<file path="config.mk">
export PLATFORM = sky130hd
export DESIGN_NAME = car_motion_ctrl
export DESIGN_NICKNAME = d
export VERILOG_FILES = /design/src/rtl/car_pkg.sv /design/src/rtl/dir_lut.sv /design/src/rtl/car_motion_ctrl.sv
export SDC_FILE = /design/constraint.sdc
export NUM_CORES = 1
export LEC_CHECK = 0
export BUFFER_PORTS_ARGS = -buffer_cell sky130_fd_sc_hd__buf_2
export CAP_MARGIN = 20
export CORE_ASPECT_RATIO = 1.1
export CORE_MARGIN = 4
export CORE_UTILIZATION = 40
export CTS_CLUSTER_DIAMETER = 100
export DETAILED_ROUTE_END_ITERATION = 7
export SYNTH_ARGS = -nofsm -noshare
export SYNTH_HDL_FRONTEND = slang
export SYNTH_SLANG_ARGS = --single-unit
</file>
<file path="constraint.sdc">
create_clock -name clk -period 12.78 [get_ports clk]
set_input_delay 2.556 -clock clk [delete_from_list [all_inputs] [get_ports clk]]
set_output_delay 2.556 -clock clk [all_outputs]
set_load 0.005 [all_outputs]
</file>
<file path="src/rtl/car_pkg.sv">
// Shared types and constants for the car motion controller.
// Positions are unsigned 9.4 fixed point in map pixels.
package car_pkg;

  typedef enum logic [2:0] {
    S_IDLE,
    S_SAMPLE,
    S_STEER,
    S_ACCEL,
    S_MOVE,
    S_CLAMP,
    S_COMMIT
  } state_t;

  localparam int POS_INT  = 9;
  localparam int POS_FRAC = 4;
  localparam int POS_W    = POS_INT + POS_FRAC;
  localparam int NXT_W    = 15;
  localparam int SCR_W    = 10;
  localparam int CTR_X    = 160;
  localparam int CTR_Y    = 120;

  typedef struct packed {
    logic left;
    logic right;
    logic gas;
    logic brake;
  } btn_t;

  function automatic logic [SCR_W-1:0] scroll_of(
    input logic [POS_INT-1:0] ip,
    input int                 ctr
  );
    return SCR_W'(ip) - SCR_W'(ctr);
  endfunction

endpackage

</file>
<file path="src/rtl/dir_lut.sv">
// Heading to unit step in 1/16 pixel, 16 headings clockwise from north.
// dy follows -cos, i.e. the sine table shifted by a quarter turn.
module dir_lut
  import car_pkg::*;
(
  input  logic        [3:0] degree,
  output logic signed [4:0] dx,
  output logic signed [4:0] dy
);

  function automatic logic signed [4:0] sin_of(
    input logic [3:0] d
  );
    logic signed [4:0] m;
    unique case (d[2:0])
      3'd0: m = 5'sd0;
      3'd1: m = 5'sd3;
      3'd2: m = 5'sd6;
      3'd3: m = 5'sd7;
      3'd4: m = 5'sd8;
      3'd5: m = 5'sd7;
      3'd6: m = 5'sd6;
      3'd7: m = 5'sd3;
    endcase
    return d[3] ? -m : m;
  endfunction

  logic [3:0] deg_q;

  assign deg_q = degree + 4'd4;
  assign dx    = sin_of(degree);
  assign dy    = -sin_of(deg_q);

endmodule

</file>
<file path="src/rtl/car_motion_ctrl.sv">
// Per-frame car motion: steer, accelerate, move and clamp, then
// commit position, heading, speed and scroll on a vsync tick.
module car_motion_ctrl
  import car_pkg::*;
#(
  parameter int MAP_WIDTH  = 320,
  parameter int MAP_HEIGHT = 240,
  parameter int START_X    = 160,
  parameter int START_Y    = 200,
  parameter int MAX_SPEED  = 15,
  parameter int ACCEL_DIV  = 4,
  parameter int STEER_DIV  = 3
) (
  input  logic       clk,
  input  logic       rst,
  input  logic       vsync,
  input  logic       run,
  input  logic       btn_left,
  input  logic       btn_right,
  input  logic       btn_gas,
  input  logic       btn_brake,
  output logic [9:0] scroll_x,
  output logic [9:0] scroll_y,
  output logic [3:0] degree,
  output logic [3:0] speed,
  output logic       frame_done,
  output logic       busy
);

  localparam int SCW = (STEER_DIV > 1) ? $clog2(STEER_DIV) : 1;
  localparam int ACW = (ACCEL_DIV > 1) ? $clog2(ACCEL_DIV) : 1;
  localparam logic [SCW-1:0] STEER_LAST = SCW'(STEER_DIV - 1);
  localparam logic [ACW-1:0] ACCEL_LAST = ACW'(ACCEL_DIV - 1);
  localparam logic [3:0] SPD_MAX = 4'(MAX_SPEED);
  localparam logic signed [NXT_W-1:0] X_MAX =
    NXT_W'(((MAP_WIDTH - 1) << POS_FRAC) | 15);
  localparam logic signed [NXT_W-1:0] Y_MAX =
    NXT_W'(((MAP_HEIGHT - 1) << POS_FRAC) | 15);
  localparam logic [POS_W-1:0] X0 = POS_W'(START_X << POS_FRAC);
  localparam logic [POS_W-1:0] Y0 = POS_W'(START_Y << POS_FRAC);

  logic [1:0] vs_sync;
  logic       vs_q;
  logic [3:0] b_s1;
  logic [3:0] b_s2;
  logic       tick;

  state_t                   state;
  btn_t                     btn;
  logic [SCW-1:0]           steer_cnt;
  logic [ACW-1:0]           accel_cnt;
  logic [3:0]               deg_w;
  logic [3:0]               spd_w;
  logic [3:0]               steer_step;
  logic [3:0]               spd_nxt;
  logic [POS_W-1:0]         pos_x;
  logic [POS_W-1:0]         pos_y;
  logic [POS_W-1:0]         px_c;
  logic [POS_W-1:0]         py_c;
  logic signed [NXT_W-1:0]  nx;
  logic signed [NXT_W-1:0]  ny;
  logic signed [NXT_W-1:0]  pos_xe;
  logic signed [NXT_W-1:0]  pos_ye;
  logic signed [NXT_W-1:0]  spd_e;
  logic signed [NXT_W-1:0]  dx_e;
  logic signed [NXT_W-1:0]  dy_e;
  logic signed [4:0]        dx;
  logic signed [4:0]        dy;

  function automatic logic [POS_W-1:0] clamp(
    input logic signed [NXT_W-1:0] v,
    input logic signed [NXT_W-1:0] hi
  );
    if (v < 0) return '0;
    if (v > hi) return hi[POS_W-1:0];
    return v[POS_W-1:0];
  endfunction

  dir_lut u_dir (
    .degree (deg_w),
    .dx     (dx),
    .dy     (dy)
  );

  assign tick   = vs_q & ~vs_sync[1];
  assign pos_xe = NXT_W'(pos_x);
  assign pos_ye = NXT_W'(pos_y);
  assign spd_e  = NXT_W'(spd_w);
  assign dx_e   = NXT_W'(dx);
  assign dy_e   = NXT_W'(dy);

  always_comb begin
    steer_step = 4'd0;
    unique case (1'b1)
      btn.left & ~btn.right: steer_step = 4'hf;
      btn.right & ~btn.left: steer_step = 4'h1;
      default:               steer_step = 4'd0;
    endcase
  end

  // Brake wins over gas; coasting bleeds one step.
  always_comb begin
    spd_nxt = speed;
    if (btn.brake)
      spd_nxt = (speed >= 4'd2) ? speed - 4'd2 : 4'd0;
    else if (btn.gas)
      spd_nxt = (speed >= SPD_MAX) ? SPD_MAX : speed + 4'd1;
    else
      spd_nxt = (speed != 4'd0) ? speed - 4'd1 : 4'd0;
  end

  always_ff @(posedge clk or negedge rst) begin
    if (!rst) begin
      vs_sync <= 2'b11;
      vs_q    <= 1'b1;
      b_s1    <= '0;
      b_s2    <= '0;
    end else begin
      vs_sync <= {vs_sync[0], vsync};
      vs_q    <= vs_sync[1];
      b_s1    <= {btn_left, btn_right, btn_gas, btn_brake};
      b_s2    <= b_s1;
    end
  end

  always_ff @(posedge clk or negedge rst) begin
    if (!rst) begin
      state      <= S_IDLE;
      btn        <= '0;
      steer_cnt  <= '0;
      accel_cnt  <= '0;
      deg_w      <= '0;
      spd_w      <= '0;
      nx         <= '0;
      ny         <= '0;
      px_c       <= X0;
      py_c       <= Y0;
      pos_x      <= X0;
      pos_y      <= Y0;
      degree     <= '0;
      speed      <= '0;
      scroll_x   <= scroll_of(X0[POS_W-1:POS_FRAC], CTR_X);
      scroll_y   <= scroll_of(Y0[POS_W-1:POS_FRAC], CTR_Y);
      frame_done <= 1'b0;
      busy       <= 1'b0;
    end else begin
      frame_done <= 1'b0;
      if (run) begin
        unique case (state)
          S_IDLE: begin
            if (tick) begin
              state <= S_SAMPLE;
              busy  <= 1'b1;
            end
          end
          S_SAMPLE: begin
            btn   <= btn_t'(b_s2);
            state <= S_STEER;
          end
          S_STEER: begin
            if (steer_cnt == STEER_LAST) begin
              steer_cnt <= '0;
              deg_w     <= degree + steer_step;
            end else begin
              steer_cnt <= steer_cnt + 1'b1;
              deg_w     <= degree;
            end
            state <= S_ACCEL;
          end
          S_ACCEL: begin
            if (accel_cnt == ACCEL_LAST) begin
              accel_cnt <= '0;
              spd_w     <= spd_nxt;
            end else begin
              accel_cnt <= accel_cnt + 1'b1;
              spd_w     <= speed;
            end
            state <= S_MOVE;
          end
          S_MOVE: begin
            nx    <= pos_xe + spd_e * dx_e;
            ny    <= pos_ye + spd_e * dy_e;
            state <= S_CLAMP;
          end
          S_CLAMP: begin
            px_c  <= clamp(nx, X_MAX);
            py_c  <= clamp(ny, Y_MAX);
            state <= S_COMMIT;
          end
          S_COMMIT: begin
            pos_x      <= px_c;
            pos_y      <= py_c;
            degree     <= deg_w;
            speed      <= spd_w;
            scroll_x   <= scroll_of(px_c[POS_W-1:POS_FRAC], CTR_X);
            scroll_y   <= scroll_of(py_c[POS_W-1:POS_FRAC], CTR_Y);
            frame_done <= 1'b1;
            busy       <= 1'b0;
            state      <= S_IDLE;
          end
          default: begin
            state <= S_IDLE;
            busy  <= 1'b0;
          end
        endcase
      end
    end
  end

endmodule

</file>
Yosys cells after proc, flatten, opt, wreduce, memory -nomap -nowiden
Memories as Yosys holds them, arrays and structs flattened.
Index checks and enable logic that the tools add are counted.
- register bits: 142
- latch bits: 0
- RAM bits: 0
- bits in read-only memories: 64
- input port bits: 8
- memories: 2
- memory list (name ; words ; bits a word ; rd ports ; clocked after Yosys merged registers in ; wr ports ; line ; source):
    (name not given) ; 8 ; 4 ; 1 ; 0 ; 0 ; dir_lut.sv:15 ; unique case (d[2:0])
    (name not given) ; 8 ; 4 ; 1 ; 0 ; 0 ; dir_lut.sv:15 ;
- add/subtract/negate cells: 14
- multiply operators: 2
- div/mod/pow operators: 0
- magnitude comparators: 6
- equal/unequal tests: 9
- shifts and indexed selects: 0
- muxes and demuxes: 40
- bitwise operators: 7
- reduce and logical (&&, ||, !) cells: 11
- operator list (cell ; count):
    $mux W13 ; 8
    $add A14 B10 Y15 ; 2
    $lt A15 B1 Y1 const B ; 2
    $mux W4 ; 7
    $mul A5 B5 Y10 ; 2
    $pmux W3 S6 ; 1
    $mux W1 ; 17
    $gt A15 B13 Y1 const B ; 1
    $gt A15 B14 Y1 const B ; 1
    $neg A5 Y5 ; 3
    $reduce_and A2 Y1 ; 7
    $mux W5 ; 2
    $sub A9 B7 Y10 const B ; 1
    $sub A9 B8 Y10 const B ; 1
    $eq A3 B3 Y1 const B ; 3
    $pmux W4 S2 ; 1
    $eq A3 B2 Y1 const B ; 2
    $reduce_or A5 Y1 ; 1
    $add A2 B1 Y2 const B ; 2
    $add A4 B1 Y4 const B ; 1
    $add A4 B3 Y4 const B ; 1
    $add A4 B4 Y4 ; 1
    $eq A2 B2 Y1 const B ; 2
    $ge A4 B2 Y1 const B ; 1
    other kinds (13) ; 19

Logic depth before layout (Yosys ltp)
- depth in word-level cells: 9
- depth in mapped cells: 25
- depth with buffers taken out: 24

Cells and area by module
From an unflattened synthesis, not the netlist that was laid out.
- cell total of the unflattened synthesis: 930
- area total of the unflattened synthesis: 8713.4 um^2
- modules (own cells, without submodules) (module ; times used ; cells each ; area each (um^2) ; seq. area each (um^2)):
    car_motion_ctrl ; 1 ; 882 ; 8356.8 ; 3372.0
    dir_lut ; 1 ; 48 ; 356.6 ; 0.0

Worst setup path after synthesis
Ideal clock, no wire load.
- kind: flip-flop to flip-flop
- start: register deg_w[0]
- end: register ny[12]
- library setup time: 0.134 ns
- data arrival time: 5.645 ns
- required time: 12.646 ns
- setup slack: 7.001 ns
- cell stages (with the launch flop): 22
- period minus slack after synthesis: 5.779 ns
- cells stage by stage: dfrtp_1 inv_2 ha_1 clkbuf_1 mux2i_1 nand3_1 mux2_4 a2111oi_4 xor2_2 or2_1 fa_1 fa_1 fa_1 fa_1 inv_1 ha_1 a211oi_1 o21ai_1 a31oi_1 o21bai_1 xnor2_1 o21ai_0
- cells in the longest elaborated chain, start to end: 7
- ends and longest elaborated chain (element ; line ; source):
    start, declared ; car_motion_ctrl.sv:52 ; logic [3:0] deg_w;
    start signal, assigned ; car_motion_ctrl.sv:163 ; deg_w <= degree + steer_step;
    start signal, assigned ; car_motion_ctrl.sv:166 ; deg_w <= degree;
    $add A4 B3 Y4 * ; dir_lut.sv:30 ; assign deg_q = degree + 4'd4;
    $mem_v2 Z8 W4 ; - ;
    $neg A5 Y5 ; dir_lut.sv:25 ; return d[3] ? -m : m;
    $mux W5 * ; dir_lut.sv:25 ;
    $neg A5 Y5 * ; dir_lut.sv:32 ; assign dy = -sin_of(deg_q);
    $mul A5 B5 Y10 * ; car_motion_ctrl.sv:182 ; ny <= pos_ye + spd_e * dy_e;
    $add A14 B10 Y15 * ; car_motion_ctrl.sv:182 ;
    end signal, assigned ; car_motion_ctrl.sv:182 ;
    end, declared ; car_motion_ctrl.sv:61 ; logic signed [NXT_W-1:0] ny;
Every way passes the cells marked *; elsewhere a longest branch is shown, timed or not.
A chain may end at the register's enable or synchronous reset.

Worst setup path after layout
Same ends and word-level chain as after synthesis.

==> metrics.yaml <==
synthesis:
  synthDistinctLibCells: 55
  async_reset_ff_share_pct: 100
  synth_area_um2: 8630
  ys.flop_type: "dfrtp_1"
  yosys.area_share.adder_pct: 21.4
  synth_seq_cells: 134
  synth_nets: 1072
  syn_inst: 934
  yosysWarningCount: 0
  synth_edf_count: 0
  synth_xor_area_share_pct: 3.33
  yosys.area_share.simple_pct: 15.5
  synth_top_family_by_area: "adder cells"
  synth_seq_area_share_pct: 39.1
  syn_area_per_cell_um2: 9.24
  synth_mux_area_share_pct: 1.55
  synth_compound_area_share_pct: 13.1
setup_path:
  r2r_slack_ps: 6660
  worstPathArrival_ps: 6410
  critical_path_required_ps: 13070
  end_kind: "register"
  crit_fanout: 9
  critical_path_class: "register to register"
  r2r_start: "deg_w[0]$_DFFE_PN0P_"
  startpoint_type: "register"
  reg2reg_to: "ny[12]$_DFFE_PN0P_"
  worstRegToRegCells: 20
timing:
  tns_ps: 0
  skew_ps: 12.7
  rsz0062_at_grt: "no"
  relSlewSlack_pct: 47.6
  timing.final.hold_violations: 0
  finalSetupViolations: 0
  whs_ps: 351
  finalCritPeriodShare_pct: 47.9
  slew_violations: 0
  worstMarginPinSlew_ps: 785
  period_needed_ps: 6120
  max_freq_ghz: 0.163
floorplanning:
  die_h_um: 162
  dieArea_um2: 24000
  pin_count: 38
  die_width_um: 148
  rows: 56
  core-area_um2: 21300
  start_util_pct: 40.5
global_routing:
  grt_first_pass_wirelength_um: 31400
  antenna_found_initial: 0
  grt_usage_pct: 16.3
  grt_max_degree: 76
  gr-total-overflow: 0
  grt_pass1_vias: 6205
layout:
  syn_to_final_growth_pct: 11.4
  antenna_cells: 0
  fin_nets: 1081
  final_cells: 1246
  drive_gt1_share_pct: 10.6
cts:
  cts_buffers: 17
  cts_sinks: 134
  root_buffer: "clkbuf_16"
  cts_tree: "built"
  clk_path_buf_depth: 2
  htree_num_levels: 4
  clock_latency_ps: 430
  holdBufCountCts: 0
  cts.clk_slew.worst_paths_ps: 60
  cts_resized: 0
  cts_setup_buffers: 0
place:
  placedCellCount: 1214
  place.gp.congestion: 0.833
  io_buffers: 37
  dp_hpwl_um: 13100
routing:
  postRouteAntennaNets: 0
  vias: 6241
  firstDrtPassIters: 4
  wl_per_cell_um: 14.7
  viasPerCell: 5.01
  wl_um: 18300
  initialDrtViolationCount: 359
  drc: 0
min_path:
  holdPathStages: 0
  hold_class: "register to register"
  hp-start: "b_s1[1]$_DFF_PN0_"
  worst_hold_path.endpoint: "b_s2[1]$_DFF_PN0_"
status:
  status: "finished, final reports clean"
flow_run:
  cap_violations: 0
## logic make-up after synthesis
logic type,Yosys count
XOR/XNOR,32
adder cells (fa/ha/maj),130
multiplexers,12
AND/OR/NAND/NOR,314
flip-flops,134
buffers and inverters,129
AO/OA/AOI/OAI,183
## cell usage after synthesis (8+ instances only)
master | count | area share [%]
a21oi_1 | 34 | 2.0
dfstp_2 | 15 | 4.6
o31ai_1 | 26 | 2.3
nand2_1 | 200 | 8.7
o21ai_0 | 73 | 4.2
ha_1 | 101 | 15
xor2_1 | 13 | 1.3
nor2_1 | 41 | 1.8
inv_1 | 74 | 3.2
buf_4 | 8 | 0.70
nand3_1 | 10 | 0.58
dfrtp_1 | 119 | 34
clkbuf_1 | 42 | 1.8
a21o_1 | 9 | 0.78
and2_1 | 21 | 1.5
nor3_1 | 14 | 0.81
nand2b_1 | 8 | 0.58
fa_1 | 29 | 6.7
xnor2_1 | 18 | 1.8
## area by class of cell
cell class | count | area [µm²]
Clock buffer | 18 | 429
Fill cell | 2063 | 11700
Clock inverter | 14 | 189
Timing Repair Buffer | 43 | 236
Tap cell | 290 | 363
Sequential cell | 134 | 3370
Inverter | 76 | 285
Multi-Input combinational cell | 671 | 4740
## worst max path at each step
stage | from | endpoint | slack [ps]
after floorplan | deg_w[0]$_DFFE_PN0P_ | ny[12]$_DFFE_PN0P_ | 7000
after global placement | deg_w[0]$_DFFE_PN0P_ | ny[12]$_DFFE_PN0P_ | 6730
after detailed placement | deg_w[0]$_DFFE_PN0P_ | ny[12]$_DFFE_PN0P_ | 6630
after CTS | deg_w[0]$_DFFE_PN0P_ | ny[12]$_DFFE_PN0P_ | 6620
after global routing | deg_w[0]$_DFFE_PN0P_ | ny[12]$_DFFE_PN0P_ | 6140
final | deg_w[0]$_DFFE_PN0P_ | ny[12]$_DFFE_PN0P_ | 6660
## placed cells by master (no fill, tap or decap), types with 13 or more instances in the layout
cell       Yosys  routed
buf_2          0      36
xor2_1        13      13
o21ai_0       73      73
dfrtp_1      119     119
ha_1         101     101
clkbuf_16      0      17
and2_1        21      21
fa_1          29      29
xnor2_1       18      18
inv_1         74      74
nor3_1        14      14
a21oi_1       34      34
dfstp_2       15      15
o31ai_1       26      26
nand2_1      200     200
nor2_1        41      41
## per-layer routing
layer	track usage (%)	wire length (µm)	vias to the layer above
met5	0	0	-
met4	5.00	261	0
met3	3.43	531	18
met2	25.6	8350	72
met1	22.8	9170	3008
li1	-	-	3143
## metrics by stage
step	instance area, µm²	util (%)	worst slack, ps
2_1_floorplan	8630	-	7000
3_3_place_gp	9000	42.3	6730
3_5_place_dp	9000	42.3	6630
4_1_cts	9620	45.2	6620
5_1_grt	9620	45.2	6140
6_report	9620	45.2	6660
## registers in the layout, summed over array words and instances, names as in the netlist
register / cells
px_c: 13
speed: 4
pos_y: 10
deg_w: 4
ny: 15
b_s1: 4
spd_w: 4
accel_cnt: 2
frame_done: 1
busy: 1
degree: 4
steer_cnt: 2
b_s2: 4
vs_sync: 2
scroll_y: 10
vs_q: 1
btn: 4
state: 3
scroll_x: 10
pos_x: 8
py_c: 13
nx: 15
## worst max-delay path, cell delays in order (launching register included)
cell and delay (ps):
dfrtp_1 450, inv_2 130, ha_1 420, mux2i_1 160, nand3_1 130, mux2_4 340
a2111oi_4 390, xor2_2 180, or2_1 260, fa_1 510, fa_1 530, fa_1 510
fa_1 580, inv_1 60, ha_1 300, a211oi_1 220, o21ai_1 140, a31oi_1 330
o21bai_1 120, xnor2_1 130, o21ai_0 80
Power is left out: the tool's default activity adds up to more than one toggle a clock period on the data nets, which glitch-free logic cannot reach.
